`src/rtl/mem_arbiter_pkg.sv`:
```
// Shared definitions for the memory arbiter: default bus widths, the arbiter
// state encoding and a small state-classification helper.
package mem_arbiter_pkg;

  localparam int ARB_DATA_WIDTH = 8;
  localparam int ARB_ADDR_WIDTH = 8;

  typedef enum logic [1:0] {
    ARB_IDLE = 2'd0,
    ARB_CORE = 2'd1,
    ARB_IO   = 2'd2
  } arb_state_t;

  // True while an access owns the memory port.
  function automatic logic arb_in_access(arb_state_t s);
    return (s == ARB_CORE) || (s == ARB_IO);
  endfunction

endpackage

```
`src/rtl/arb_wait_timer.sv`:
```
// Wait-state counter for a memory access. Counts cycles spent without a ready
// from the memory and flags the last allowed wait cycle so the owner can abort.
module arb_wait_timer
  import mem_arbiter_pkg::*;
#(
  parameter int WAIT_MAX = 15
) (
  input  logic clk,
  input  logic rst,
  input  logic clr,
  input  logic inc,
  output logic expire
);

  localparam int CW = $clog2(WAIT_MAX + 1);

  logic [CW-1:0] count;

  // Clear has priority over increment; the count saturates so it can never wrap.
  always_ff @(posedge clk) begin
    if (rst || clr) begin
      count <= '0;
    end else if (inc && (count != CW'(WAIT_MAX))) begin
      count <= count + CW'(1);
    end
  end

  // Expire marks the WAIT_MAX-th wait cycle: a miss here ends the access.
  assign expire = (count == CW'(WAIT_MAX - 1));

endmodule

```
`src/rtl/mem_arbiter.sv`:
```
// Two-requester memory arbiter. The core normally has priority, but after
// STREAK_MAX consecutive core grants with IO waiting, IO is forced in. Each
// access runs select -> wait-for-ready -> complete with a bounded wait.
module mem_arbiter
  import mem_arbiter_pkg::*;
#(
  parameter int DATA_WIDTH = ARB_DATA_WIDTH,
  parameter int ADDR_WIDTH = ARB_ADDR_WIDTH,
  parameter int STREAK_MAX = 4,
  parameter int WAIT_MAX   = 15
) (
  input  logic                  clk,
  input  logic                  rst,
  input  logic                  i_core_req,
  input  logic                  i_core_we,
  input  logic [ADDR_WIDTH-1:0] i_core_addr,
  input  logic [DATA_WIDTH-1:0] i_core_wdata,
  output logic                  o_core_stall,
  output logic                  o_core_rvalid,
  output logic [DATA_WIDTH-1:0] o_core_rdata,
  input  logic                  i_io_req,
  input  logic                  i_io_we,
  input  logic [ADDR_WIDTH-1:0] i_io_addr,
  input  logic [DATA_WIDTH-1:0] i_io_wdata,
  output logic                  o_io_done,
  output logic [DATA_WIDTH-1:0] o_io_rdata,
  output logic                  o_mem_cs,
  output logic                  o_mem_we,
  output logic [ADDR_WIDTH-1:0] o_mem_addr,
  output logic [DATA_WIDTH-1:0] o_mem_wdata,
  input  logic [DATA_WIDTH-1:0] i_mem_rdata,
  input  logic                  i_mem_ready,
  output logic                  o_err
);

  localparam int SW = $clog2(STREAK_MAX + 1);

  arb_state_t    state;
  logic [SW-1:0] streak;
  logic          cooldown;
  logic          in_access;
  logic          wait_expire;
  logic          timer_clr;
  logic          timer_inc;
  logic          io_wins;
  logic          finish;
  logic          abort;

  assign in_access = arb_in_access(state);

  // IO wins if it is alone, or if the core has used up its streak allowance.
  assign io_wins = i_io_req && (!i_core_req || (streak == SW'(STREAK_MAX)));

  // Ready always beats a simultaneous timeout; abort only on a missed last cycle.
  assign finish = in_access && (i_mem_ready || wait_expire);
  assign abort  = in_access && !i_mem_ready && wait_expire;

  // The timer restarts at every grant and at the edge where an access ends.
  assign timer_clr = !in_access || finish;
  assign timer_inc = in_access && !i_mem_ready;

  arb_wait_timer #(
    .WAIT_MAX(WAIT_MAX)
  ) u_wait_timer (
    .clk   (clk),
    .rst   (rst),
    .clr   (timer_clr),
    .inc   (timer_inc),
    .expire(wait_expire)
  );

  // The core is held off until its own access sees ready on the memory port.
  assign o_core_stall = i_core_req && !((state == ARB_CORE) && i_mem_ready);

  // Arbitration and access sequencing. The cycle after any access is a forced
  // idle (cooldown): the finished requester still holds its request while it
  // sees its done/rvalid pulse, so granting then would repeat the access.
  always_ff @(posedge clk) begin
    if (rst) begin
      state         <= ARB_IDLE;
      streak        <= '0;
      cooldown      <= 1'b0;
      o_mem_cs      <= 1'b0;
      o_mem_we      <= 1'b0;
      o_mem_addr    <= '0;
      o_mem_wdata   <= '0;
      o_core_rvalid <= 1'b0;
      o_core_rdata  <= '0;
      o_io_done     <= 1'b0;
      o_io_rdata    <= '0;
      o_err         <= 1'b0;
    end else begin
      o_core_rvalid <= 1'b0;
      o_io_done     <= 1'b0;
      o_err         <= 1'b0;
      cooldown      <= 1'b0;

      case (state)
        ARB_IDLE: begin
          if (!cooldown) begin
            if (io_wins) begin
              state       <= ARB_IO;
              streak      <= '0;
              o_mem_cs    <= 1'b1;
              o_mem_we    <= i_io_we;
              o_mem_addr  <= i_io_addr;
              o_mem_wdata <= i_io_wdata;
            end else if (i_core_req) begin
              state       <= ARB_CORE;
              o_mem_cs    <= 1'b1;
              o_mem_we    <= i_core_we;
              o_mem_addr  <= i_core_addr;
              o_mem_wdata <= i_core_wdata;
              if (!i_io_req) begin
                streak <= '0;
              end else if (streak != SW'(STREAK_MAX)) begin
                streak <= streak + SW'(1);
              end
            end
          end
        end

        ARB_CORE: begin
          if (finish) begin
            state    <= ARB_IDLE;
            cooldown <= 1'b1;
            o_mem_cs <= 1'b0;
            o_err    <= abort;
            if (!o_mem_we) begin
              o_core_rvalid <= 1'b1;
              o_core_rdata  <= abort ? '0 : i_mem_rdata;
            end
          end
        end

        ARB_IO: begin
          if (finish) begin
            state     <= ARB_IDLE;
            cooldown  <= 1'b1;
            o_mem_cs  <= 1'b0;
            o_err     <= abort;
            o_io_done <= 1'b1;
            if (!o_mem_we) begin
              o_io_rdata <= abort ? '0 : i_mem_rdata;
            end
          end
        end

        default: begin
          state    <= ARB_IDLE;
          o_mem_cs <= 1'b0;
        end
      endcase
    end
  end

endmodule

```
`config.mk`:
```
export PLATFORM = sky130hd
export DESIGN_NAME = mem_arbiter
export DESIGN_NICKNAME = d
export VERILOG_FILES = /design/src/rtl/mem_arbiter_pkg.sv /design/src/rtl/arb_wait_timer.sv /design/src/rtl/mem_arbiter.sv
export SDC_FILE = /design/constraint.sdc
export NUM_CORES = 1
export LEC_CHECK = 0
export CORE_MARGIN = 3
export CORE_UTILIZATION = 30
export CTS_BUF_LIST = sky130_fd_sc_hd__clkbuf_8
export DETAILED_ROUTE_END_ITERATION = 8
export GPL_TIMING_DRIVEN = 1
export PLACE_DENSITY = 0.64
export SKIP_CTS_REPAIR_TIMING = 1
export SYNTH_ARGS = -nofsm -noshare
export SYNTH_HDL_FRONTEND = slang
export SYNTH_SLANG_ARGS = --single-unit
```
`constraint.sdc`:
```
create_clock -name clk -period 2.3 [get_ports clk]
set_input_delay 0.575 -clock clk [delete_from_list [all_inputs] [get_ports clk]]
set_output_delay 0.575 -clock clk [all_outputs]
set_load 0.01 [all_outputs]
```
==> impl_metrics.toml <==
[outcome]
status = "complete, no violations"

[logic_synthesis]
ys_dominant_reg_cell = "dfxtp_1"
synthCells = 260
syn_nets = 314
yosysSeqAreaShare = 0.383
synth_edf_count = 0
synth_area_um2 = 2460
yosysUniqueCellTypes = 42
synth.avg_cell_area_um2 = 9.45
yosys_warnings = 0
async_flop_share = 0
synth-seq-cells = 47

[detailed_routing]
wl_mm = 7.12
via_count = 2316
drtIter0Drc = 109
ant_nets = 0
via_per_inst = 5.19
wire_per_inst_um = 16.0
drc = 0
firstDrtPassIters = 4

[hold_path]
hold_path_class = "reg -> reg"

[critical_path]
critPathRequiredTime_ps = 2510
critPathArrivalTime_ps = 2240
cp-end-kind = "flop"
cp-start-kind = "flop"
critPathMaxFanout = 17
criticalPathCategory = "reg -> reg"

[placement]
post-dp-hpwl_mm = 5.17
io_buffers = 84
placed_cell_area_um2 = 3430
place_ws_ps = -104
gp_congestion = 0.786

[finish]
fill_cells = 748
area_growth_pct = 44.4
drive_gt1_frac = 0.122
nNetsFinal = 397
finalInstanceArea_um2 = 3550
antenna_cells = 0

[sta]
tightest_slew_ps = 847
fin_ws_ps = 267
fin_hold_ws_ps = 469
period_share = 0.884
rsz0062_at_grt = "no"
maxClockFrequency_mhz = 492
tns_ps = 0
period_minus_slack_ps = 2030
fin_skew_ps = 7.81
setup_violations = 0
slew_headroom = 0.435
drv_slew = 0
hold_viol = 0

[grt]
grt_overflow = 0
grt_max_degree = 35
grt_pass1_wl_mm = 11.3
antenna_found_initial = 0
track_usage = 0.154
grt_pass1_vias = 2338

[floorplan]
io_pins = 85
initial_core_util = 0.313
rows = 32
core_region_area_um2 = 7850
die_area_um2 = 9310
die_w_um = 96.5
die_h_um = 96.5

[power_and_ir_drop]
ir_drop_mv = 0.248
p_total_mw = 2.17
power.density_nw_per_um2 = 613
p_leak_nw = 1.19

[clocking]
cts_buffers = 5
cts_tree = "done"
cts_root_buf = "clkbuf_8"
clock_path_buffers = 2
htreeDepth = 2
cts_sinks = 47
clk_pin_slew_worst_paths_ps = 90
clkLatencyLatePin_ps = 300

[flow_run]
max_cap_viol_count = 0
## layout by cell type, fill, tap and decap left out, types with 2 or more instances in the layout
cell type / count
o21ai_0: 14
o31ai_1: 3
nor4bb_2: 2
clkdlybuf4s50_1: 83
a21oi_1: 26
mux2i_1: 16
a2111oi_0: 7
nand2b_1: 18
inv_1: 9
ha_1: 7
nor2b_1: 9
buf_4: 17
dfxtp_1: 47
a2111oi_2: 9
o32ai_1: 2
clkbuf_8: 6
nor4_1: 34
or3_1: 6
and3_1: 2
nand3_1: 4
## kinds of logic (layout without fill, tap and decap cells)
family,Yosys count,count (layout),share of synthesized area
AND/OR/NAND/NOR,85,85,0.222
multiplexers,16,16,0.0652
AO/OA/AOI/OAI,69,69,0.215
adder cells (fa/ha/maj),7,7,0.0357
flip-flops,47,47,0.383
buffers and inverters,36,120,0.0795
## critical path, cell delays in order (launching register included)
cell	delay, ps
dfxtp_1	340
inv_1	80
ha_1	260
and2_1	720
a2111oi_0	250
nor4_1	290
## power by group
| part | switching [mW] | internal (mW) | total [mW] | leakage, nW |
|---|---|---|---|---|
| logic | 0.306 | 0.314 | 0.620 | 0.745 |
| registers | 0.0400 | 0.879 | 0.919 | 0.384 |
| clock network | 0.284 | 0.352 | 0.636 | 0.0612 |
| total | 0.630 | 1.55 | 2.17 | 1.19 |
## synthesized netlist by cell type (2+ instances only)
library cell,number,area share
o32ai_1,2,0.0071
buf_6,2,0.0092
nor2b_1,9,0.023
ha_1,7,0.036
and3_1,2,0.0051
o21ai_0,14,0.029
nor4bb_1,2,0.0082
nand2b_1,18,0.046
buf_2,8,0.016
inv_1,9,0.014
buf_4,5,0.015
a21oi_1,26,0.053
mux2i_1,16,0.065
a2111oi_2,9,0.055
nand3_1,4,0.0082
a2111oi_0,7,0.025
dfxtp_1,47,0.38
nor4_1,34,0.087
or3_1,6,0.015
clkbuf_1,9,0.014
o31ai_1,3,0.0092
## registers in the layout (all words and copies together), names as in the netlist, 2 cells and up
name / cells
u_wait_timer.count: 4
o_mem_wdata: 8
o_io_rdata: 8
streak: 3
o_core_rdata: 8
o_mem_addr: 8
state: 2
## metrics by stage
step	std cells	util
after floorplan	260	-
after global placement	438	0.437
final	446	0.452
after detailed placement	438	0.437
after CTS	446	0.452
after global routing	446	0.452
## area by class of cell
| type | instances | area (um^2) | area share |
|---|---|---|---|
| clock inverters | 2 | 35.0 | 0.00988 |
| flip-flops and latches | 47 | 941 | 0.265 |
| inverters | 10 | 37.5 | 0.0106 |
| well taps | 102 | 128 | 0.0360 |
| multi-input cells | 177 | 1330 | 0.376 |
| clock buffers | 6 | 82.6 | 0.0233 |
| repair buffers | 102 | 991 | 0.279 |
## final timing paths
path,start,end,slack (ps),cells past startpoint
hold reg to reg,o_mem_cs,o_mem_cs,470,2
hold / removal,o_mem_cs,o_mem_cs,470,2
setup / recovery,streak[0],o_mem_we,270,5
setup reg to reg,streak[0],o_mem_we,270,5
## metal layers
metal  vias to the layer above  wire length (um)  share of wire  track usage
li1                       1153                 -              -            -
met1                      1108              3300           0.46        0.202
met2                        49              3470           0.49        0.252
met3                         6               272          0.038       0.0318
met4                         0                80          0.011       0.0502
met5                         -                 0              0            0
Note: power is estimated with default switching activity, not from simulation.
